File: src/rtl/local_history_predictor_if.sv
// Fetcher <-> local-history predictor bus: prediction request/response,
// resolved-branch feedback and performance counters.
interface local_history_predictor_if #(
    parameter int unsigned ADDR_WIDTH = 32,
    parameter int unsigned PERF_WIDTH = 32
);
    logic                  IFPD_predict_en;
    logic [ADDR_WIDTH-1:0] IFPD_pc;
    logic                  IFPD_feedback_en;
    logic [ADDR_WIDTH-1:0] IFPD_feedback_pc;
    logic                  IFPD_branch_result;
    logic                  IFPD_predicted;
    logic                  PDIF_en;
    logic                  PDIF_predict_result;
    logic [PERF_WIDTH-1:0] PD_predict_cnt;
    logic [PERF_WIDTH-1:0] PD_mispredict_cnt;

    modport master (
        output IFPD_predict_en, IFPD_pc, IFPD_feedback_en, IFPD_feedback_pc,
               IFPD_branch_result, IFPD_predicted,
        input  PDIF_en, PDIF_predict_result, PD_predict_cnt, PD_mispredict_cnt
    );

    modport slave (
        input  IFPD_predict_en, IFPD_pc, IFPD_feedback_en, IFPD_feedback_pc,
               IFPD_branch_result, IFPD_predicted,
        output PDIF_en, PDIF_predict_result, PD_predict_cnt, PD_mispredict_cnt
    );
endinterface

File: src/rtl/local_history_predictor.sv
// Two-level local-history branch predictor: per-PC history table selects a
// saturating counter in the pattern table; registered response, perf counters.
module local_history_predictor #(
    parameter int unsigned ADDR_WIDTH     = 32,
    parameter int unsigned HASH_WIDTH     = 4,
    parameter int unsigned HISTORY_LENGTH = 4,
    parameter int unsigned CNT_WIDTH      = 2,
    parameter int unsigned PERF_WIDTH     = 32
) (
    input  logic Sys_clk,
    input  logic Sys_rst,
    input  logic Sys_rdy,
    local_history_predictor_if.slave bus
);
    localparam int unsigned BHT_DEPTH = 2 ** HASH_WIDTH;
    localparam int unsigned PHT_AW    = HASH_WIDTH + HISTORY_LENGTH;
    localparam int unsigned PHT_DEPTH = 2 ** PHT_AW;
    localparam logic [CNT_WIDTH-1:0] CNT_INIT = CNT_WIDTH'((1 << (CNT_WIDTH - 1)) - 1);
    localparam logic [CNT_WIDTH-1:0] CNT_MAX  = '1;

    logic [HISTORY_LENGTH-1:0] bht [BHT_DEPTH];
    logic [CNT_WIDTH-1:0]      pht [PHT_DEPTH];

    logic                  pdif_en_q;
    logic                  pdif_result_q;
    logic [PERF_WIDTH-1:0] predict_cnt_q;
    logic [PERF_WIDTH-1:0] mispredict_cnt_q;

    logic [HASH_WIDTH-1:0] pd_idx;
    logic [HASH_WIDTH-1:0] fb_idx;
    logic [PHT_AW-1:0]     pd_addr;
    logic [PHT_AW-1:0]     fb_addr;
    logic [CNT_WIDTH-1:0]  fb_cnt;
    logic [CNT_WIDTH-1:0]  fb_cnt_next;
    logic                  accept;
    logic                  unused_pc_bits;

    assign pd_idx  = bus.IFPD_pc[HASH_WIDTH+1:2];
    assign fb_idx  = bus.IFPD_feedback_pc[HASH_WIDTH+1:2];
    assign pd_addr = {pd_idx, bht[pd_idx]};
    assign fb_addr = {fb_idx, bht[fb_idx]};
    assign fb_cnt  = pht[fb_addr];
    assign accept  = Sys_rdy;

    assign unused_pc_bits = ^{bus.IFPD_pc[ADDR_WIDTH-1:HASH_WIDTH+2], bus.IFPD_pc[1:0],
                              bus.IFPD_feedback_pc[ADDR_WIDTH-1:HASH_WIDTH+2],
                              bus.IFPD_feedback_pc[1:0]};

    // Saturating counter step toward the resolved outcome.
    always_comb begin
        fb_cnt_next = fb_cnt;
        if (bus.IFPD_branch_result) begin
            if (fb_cnt != CNT_MAX) fb_cnt_next = fb_cnt + CNT_WIDTH'(1);
        end else begin
            if (fb_cnt != '0) fb_cnt_next = fb_cnt - CNT_WIDTH'(1);
        end
    end

    // Prediction reads the tables before this edge's feedback writes land.
    always_ff @(posedge Sys_clk) begin
        if (Sys_rst) begin
            for (int unsigned i = 0; i < BHT_DEPTH; i++) bht[i] <= '0;
            for (int unsigned j = 0; j < PHT_DEPTH; j++) pht[j] <= CNT_INIT;
            pdif_en_q        <= 1'b0;
            pdif_result_q    <= 1'b0;
            predict_cnt_q    <= '0;
            mispredict_cnt_q <= '0;
        end else if (!accept) begin
            pdif_en_q <= 1'b0;
        end else begin
            pdif_en_q <= bus.IFPD_predict_en;
            if (bus.IFPD_predict_en) begin
                pdif_result_q <= pht[pd_addr][CNT_WIDTH-1];
                predict_cnt_q <= predict_cnt_q + PERF_WIDTH'(1);
            end
            if (bus.IFPD_feedback_en) begin
                pht[fb_addr] <= fb_cnt_next;
                bht[fb_idx]  <= {bht[fb_idx][HISTORY_LENGTH-2:0], bus.IFPD_branch_result};
                if (bus.IFPD_branch_result != bus.IFPD_predicted)
                    mispredict_cnt_q <= mispredict_cnt_q + PERF_WIDTH'(1);
            end
        end
    end

    assign bus.PDIF_en             = pdif_en_q;
    assign bus.PDIF_predict_result = pdif_result_q;
    assign bus.PD_predict_cnt      = predict_cnt_q;
    assign bus.PD_mispredict_cnt   = mispredict_cnt_q;
endmodule
File: src/flat_wrapper.sv
// flat-port wrapper written by rule: the top's interface ports become plain ports
module local_history_predictor_flat 
#(
    parameter int unsigned ADDR_WIDTH     = 32,
    parameter int unsigned HASH_WIDTH     = 4,
    parameter int unsigned HISTORY_LENGTH = 4,
    parameter int unsigned CNT_WIDTH      = 2,
    parameter int unsigned PERF_WIDTH     = 32
)
  (Sys_clk, Sys_rst, Sys_rdy, bus_IFPD_predict_en, bus_IFPD_pc, bus_IFPD_feedback_en, bus_IFPD_feedback_pc, bus_IFPD_branch_result, bus_IFPD_predicted, bus_PDIF_en, bus_PDIF_predict_result, bus_PD_predict_cnt, bus_PD_mispredict_cnt);
  local_history_predictor_if #(.ADDR_WIDTH(ADDR_WIDTH), .PERF_WIDTH(PERF_WIDTH)) bus_i ();
  input  logic Sys_clk;
  input  logic Sys_rst;
  input  logic Sys_rdy;
  input wire logic [$bits(bus_i.IFPD_predict_en)-1:0] bus_IFPD_predict_en;
  input wire logic [$bits(bus_i.IFPD_pc)-1:0] bus_IFPD_pc;
  input wire logic [$bits(bus_i.IFPD_feedback_en)-1:0] bus_IFPD_feedback_en;
  input wire logic [$bits(bus_i.IFPD_feedback_pc)-1:0] bus_IFPD_feedback_pc;
  input wire logic [$bits(bus_i.IFPD_branch_result)-1:0] bus_IFPD_branch_result;
  input wire logic [$bits(bus_i.IFPD_predicted)-1:0] bus_IFPD_predicted;
  output wire logic [$bits(bus_i.PDIF_en)-1:0] bus_PDIF_en;
  output wire logic [$bits(bus_i.PDIF_predict_result)-1:0] bus_PDIF_predict_result;
  output wire logic [$bits(bus_i.PD_predict_cnt)-1:0] bus_PD_predict_cnt;
  output wire logic [$bits(bus_i.PD_mispredict_cnt)-1:0] bus_PD_mispredict_cnt;
  assign bus_i.IFPD_predict_en = bus_IFPD_predict_en;
  assign bus_i.IFPD_pc = bus_IFPD_pc;
  assign bus_i.IFPD_feedback_en = bus_IFPD_feedback_en;
  assign bus_i.IFPD_feedback_pc = bus_IFPD_feedback_pc;
  assign bus_i.IFPD_branch_result = bus_IFPD_branch_result;
  assign bus_i.IFPD_predicted = bus_IFPD_predicted;
  assign bus_PDIF_en = bus_i.PDIF_en;
  assign bus_PDIF_predict_result = bus_i.PDIF_predict_result;
  assign bus_PD_predict_cnt = bus_i.PD_predict_cnt;
  assign bus_PD_mispredict_cnt = bus_i.PD_mispredict_cnt;
  local_history_predictor #(.ADDR_WIDTH(ADDR_WIDTH), .HASH_WIDTH(HASH_WIDTH), .HISTORY_LENGTH(HISTORY_LENGTH), .CNT_WIDTH(CNT_WIDTH), .PERF_WIDTH(PERF_WIDTH)) u_core (.Sys_clk(Sys_clk), .Sys_rst(Sys_rst), .Sys_rdy(Sys_rdy), .bus(bus_i));
endmodule
File: config.mk
export PLATFORM = sky130hd
export DESIGN_NAME = local_history_predictor_flat
export DESIGN_NICKNAME = d
export VERILOG_FILES = /design/src/rtl/local_history_predictor_if.sv /design/src/rtl/local_history_predictor.sv /design/src/flat_wrapper.sv
export SDC_FILE = /design/constraint.sdc
export NUM_CORES = 1
export LEC_CHECK = 0
export CAP_MARGIN = 30
export CORE_MARGIN = 2
export CORE_UTILIZATION = 32
export CTS_CLUSTER_SIZE = 30
export DETAILED_ROUTE_END_ITERATION = 7
export PLACE_DENSITY = 0.58
export SKIP_CTS_REPAIR_TIMING = 1
export SYNTH_ARGS = -nofsm -noshare
export SYNTH_HDL_FRONTEND = slang
export SYNTH_SLANG_ARGS = --single-unit
export TNS_END_PERCENT = 20
File: constraint.sdc
create_clock -name Sys_clk -period 5.4 [get_ports Sys_clk]
set_clock_uncertainty 0.15 [all_clocks]
set_input_delay 1.08 -clock Sys_clk [delete_from_list [all_inputs] [get_ports Sys_clk]]
set_output_delay 1.08 -clock Sys_clk [all_outputs]
set_load 0.02 [all_outputs]
Word-level counts from Yosys, hierarchy flattened. Memories as Yosys holds them, arrays and structs flattened. A register that Yosys moved wholly into a read port is not among the register bits. Index checks and enable logic that the tools add are counted.

$add $sub $neg: 4. $mul: 0. Div/mod/pow operators: 0. Magnitude comparators: 0. Eq/ne operators: 2. Shifts and indexed selects: 0. Multiplexer cells: 15. Bitwise operators: 1. Reductions and logical operators: 6.

Operators by type and width (number): adder 32 x 1 -> 32 bit (second input constant) (2); 2-to-1 mux 1 bit (8); 2-to-1 mux 2 bit (4); 2-to-1 mux 4 bit (2); 2-to-1 mux 8 bit (1); OR reduction 2 bit (2); OR reduction 4 bit (1); AND reduction 3 bit (1); adder 2 x 1 -> 2 bit (second input constant) (1); inequality test 2 bit (second input constant) (1); AND reduction 2 bit (1); nonzero test 2 bit (1); subtractor 2 x 1 -> 2 bit (second input constant) (1); inequality test 1 bit (1); inverter 1 bit (1).

Register bits after elaboration: 65. Latch bits: 0. RAM bits: 576. Memory bits (read-only): 0. Logic and storage cells: 33. Memories kept: 2.

Memory list: u_core.pht (depth 256, bits a word 2, rd ports 2, clocked after Yosys merged registers in 1, write ports 256, RTL line local_history_predictor.sv:22) `logic [CNT_WIDTH-1:0] pht [PHT_DEPTH];`; u_core.bht (depth 16, bits a word 4, rd ports 2, clocked after Yosys merged registers in 0, write ports 16, RTL line local_history_predictor.sv:21) `logic [HISTORY_LENGTH-1:0] bht [BHT_DEPTH];`.

Depth between registers and ports, before layout.
Word-level depth: 6. Gate-level depth with buffers: 22. Gate-level depth less buffers: 12.

Least setup slack after synthesis. No wires, ideal clock.

Path kind: input -> register. From: input bus_IFPD_feedback_pc[3]. To: memory u_core.pht[223][1] (data pin). Arrival: 4503 ps. Data required time: 4980 ps. Path slack: 477 ps. Cell stages on the path: 19. Path buffers: 7. Path through: buf_4 buf_6 mux2i_1 o32ai_1 o21bai_2 nand2_4 buf_6 buf_4 buf_2 mux2i_1 o22ai_1 a2111oi_0 nand2_1 a41o_1 o211ai_1 maj3_2 buf_2 buf_2 nor3_1.

RTL lines: start, declared (RTL line flat_wrapper.sv:18) `input wire logic [$bits(bus_i.IFPD_feedback_pc)-1:0] bus_IFPD_feedback_pc;`; end, declared (RTL line local_history_predictor.sv:22).

==> key figures <==
Logic synthesis
  • Asr flop ratio synth: 0%
  • Top post-synthesis cells by count: edfxtp_1 (576), nor3_1 (275), clkbuf_1 (229)
  • Top-count cell post-synth: edfxtp_1
  • Post-Syn Nets: between 2000 and 3000
  • Synth area leaders: edfxtp_1 (51%), mux4_2 (9.8%), nor3_1 (4.0%)
  • Syn_area_per_cell: around 12 sq um
  • Distinct cells, synth: 69
  • Leading area contributor after synthesis: edfxtp_1
  • Seq/Total Area, Yosys: 54.5%
  • Synth Instances: 2872
  • Post-synth EDFFs: ~580
  • Mapped Area: roughly 34000 sq um
  • Yosys reg bits: ~640
  • Share of the synthesized area in the top cell type: approximately half
  • YS warnings: 0
  • Synth Flop Type: edfxtp_1

Floorplanning
  • Die height: roughly 330 um
  • IO Pins: between 100 and 150
  • DIE WIDTH: ~330 um
  • Total core area: 106000 sq um
  • Starting Density: about a third
  • Site Rows: 119
  • Die footprint: between 100000 and 150000 sq um

Critical path
  • Most common cell on crit path: buf_4
  • Crit. Startpoint: bus_IFPD_feedback_pc[5]
  • CP Class: in -> reg
  • Element type at the critical path start: input pin
  • Crit Path Max Fanout: 20
  • Worst path cell trace: clkdlybuf4s50_1, buf_4, buf_6, nand3_4, nand2_8, buf_12, buf_4, mux4_2, mux2i_1, buf_4, nor2_1, a211oi_1, o32ai_2, and3_1, maj3_4, buf_12, clkbuf_16, nand4_1
  • Critical Path Slowest Stage Cell: clkdlybuf4s50_1
  • CP delay by family, top: buffers and inverters
  • CP endpoint kind: flip-flop
  • CP required: roughly 5.7 ns
  • Worst r2r src: u_core.bht[12][0]$_SDFFCE_PN0P_
  • Buf/Inv on CP: 8
  • Worst Path Arrival: roughly 5.7 ns
  • Slowest stage delay, CP: about 0.62 ns

Clock network
  • Clock Latency Late Sink: 0.66 ns
  • Clock Tree Root: clkbuf_16
  • Clock buffer depth: 3
  • TritonCTS buffer count: 73
  • Clk sinks: between 600 and 700
  • Clock slew at reported path FFs: ~0.06 ns
  • H-Tree Depth: 3
  • CTS tree: built

Status
  • Status: finished, final reports clean

Detailed routing
  • TritonRoute pass-1 iters: 5
  • Remaining DRCs: 0
  • Via count: approximately 27000
  • Drt initial violations: 3751
  • Mean routed wirelength per cell: ~28 um
  • Routed wire length: 125000 um
  • Antenna Violating Nets Remaining: 0
  • Via density: a little over 6

Cells and area
  • Antenna cells: 0
  • Layout area overhead: 20.4%
  • # nets final: around 3100
  • Ratio of cells with drive above 1 in the final layout: 21.9%
  • Post-route insts no fill: ~4500
  • Cell area after layout: about 41000 sq um
  • Layout filler cell count: 10000

Placement
  • Routability Congestion: between 0.9 and 1
  • Placed cell count: approximately 4300
  • Detailed Place HPWL: 81100 um
  • Port bufs: 80
  • Post-DP Area: 38200 sq um

Timing
  • Final Hold Vio Count: 0
  • Pins over their slew limit: 0
  • Worst slew margin: about a third
  • Period utilization: approximately 99%
  • Unrepaired setup endpoints after global routing: false
  • Worst Max-Slew Pin Slew: roughly 0.98 ns
  • F_max: around 0.19 GHz
  • Fin crit period: 5.32 ns
  • Hold slack final: 0.348 ns
  • Final Setup Violations: 0

Global route
  • GRT Util Overall: between 20% and 30%
  • Overflow after GRT: 0
  • Largest net degree at the start of global routing: around 180
  • Initial antenna violation count: 3
  • First-pass GRT wire length: approximately 180000 um
  • Vias in the first global route: roughly 26000

Hold path
  • Worst Min Path Start: u_core.bus.PD_mispredict_cnt[31]$_SDFFE_PP0P_
  • Hold Crit Class: reg -> reg

Power and ir drop
  • PwrDens: around 320 nW/um^2
  • Leak: approximately 13 nW
  • Max VDD drop: approximately 220 uV

Flow run
  • # Max-Cap Violations: 0
==> per-stage QoR <==
step | utilization, % | setup slack (ns) | TNS, ns | power [mW]
2_1_floorplan | - | 0.477 | 0 | 7.07
3_3_place_gp | 36.1 | -0.808 | -365.30 | 8.27
3_5_place_dp | 36.2 | -0.784 | -361.08 | 8.27
4_1_cts | 38.4 | -0.143 | -26.26 | 13.2
5_1_grt | 39.0 | 0.00740 | 0 | 13.7
6_report | 39.0 | 0.0806 | 0 | 13.4
==> area by class of cell <==
type	count	area (sq um)	share of cell area, %
multi-input combinational	1864	14200	34.4
inverter	4	15.0	0.0365
sequential	642	18600	45.3
tap	1391	1740	4.23
timing repair buffer	413	4250	10.3
clock buffer	85	1940	4.71
clock inverter	51	399	0.971
==> cell families after synthesis <==
family / count (synthesis) / share of synthesized area, %
simple gates: 1030 / 14.8
flops: 642 / 54.5
compound gates: 485 / 10.1
buf+inv: 368 / 5.14
mux: 291 / 14.0
xor+xnor: 52 / 1.33
fa+ha+maj: 4 / 0.139
==> cell usage in the layout, fill, tap and decap left out, types with 14 or more instances in the layout <==
cell type	n
a21o_1	129
a21oi_1	64
a22oi_1	21
buf_12	46
buf_4	257
clkbuf_16	85
clkdlybuf4s50_1	76
clkinv_1	21
clkinv_2	14
dfxtp_1	66
edfxtp_1	576
mux2i_1	125
mux4_2	146
nand2_1	172
nand2b_1	19
nand3_1	174
nand4_1	152
nor2_1	156
nor2b_1	15
nor3_1	261
o21ai_0	34
o21bai_1	128
o22ai_1	34
xor2_1	41
==> power breakdown <==
group	total [mW]	switching [mW]	internal, mW
clock network	4.94	2.16	2.78
logic	2.87	1.78	1.09
registers	5.54	0.0564	5.49
total	13.4	4.00	9.35
==> registers in the layout (all words and copies together) (netlist names) <==
name                            count
u_core.bus.PD_predict_cnt          32
u_core.pht                        512
u_core.bus.PD_mispredict_cnt       32
u_core.bus.PDIF_predict_result      1
u_core.bht                         64
u_core.bus.PDIF_en                  1
==> worst min-delay path: stages, from the launching register on <==
cell and delay (ns):
dfxtp_1 0.31, o21ai_0 0.08, a21oi_1 0.06
==> metal layers <==
layer / up-vias / GRT usage, % / routed length [um]
met5: - / 0 / 10
met4: 2 / 9.88 / 6340
li1: 11400 / - / -
met3: 320 / 4.28 / 14100
met2: 1791 / 34.6 / 55800
met1: 13600 / 30.7 / 49100
==> final timing paths <==
check        depth (start not counted)  slack [ns]                                            end
max reg2reg                         17        0.57               u_core.pht[241][0]$_SDFFCE_PN1P_
min reg2reg                          2        0.35  u_core.bus.PD_mispredict_cnt[31]$_SDFFE_PP0P_
min                                  2        0.35  u_core.bus.PD_mispredict_cnt[31]$_SDFFE_PP0P_
max                                 18        0.08               u_core.pht[241][0]$_SDFFCE_PN1P_
Note: power is estimated with default switching activity, not from simulation.
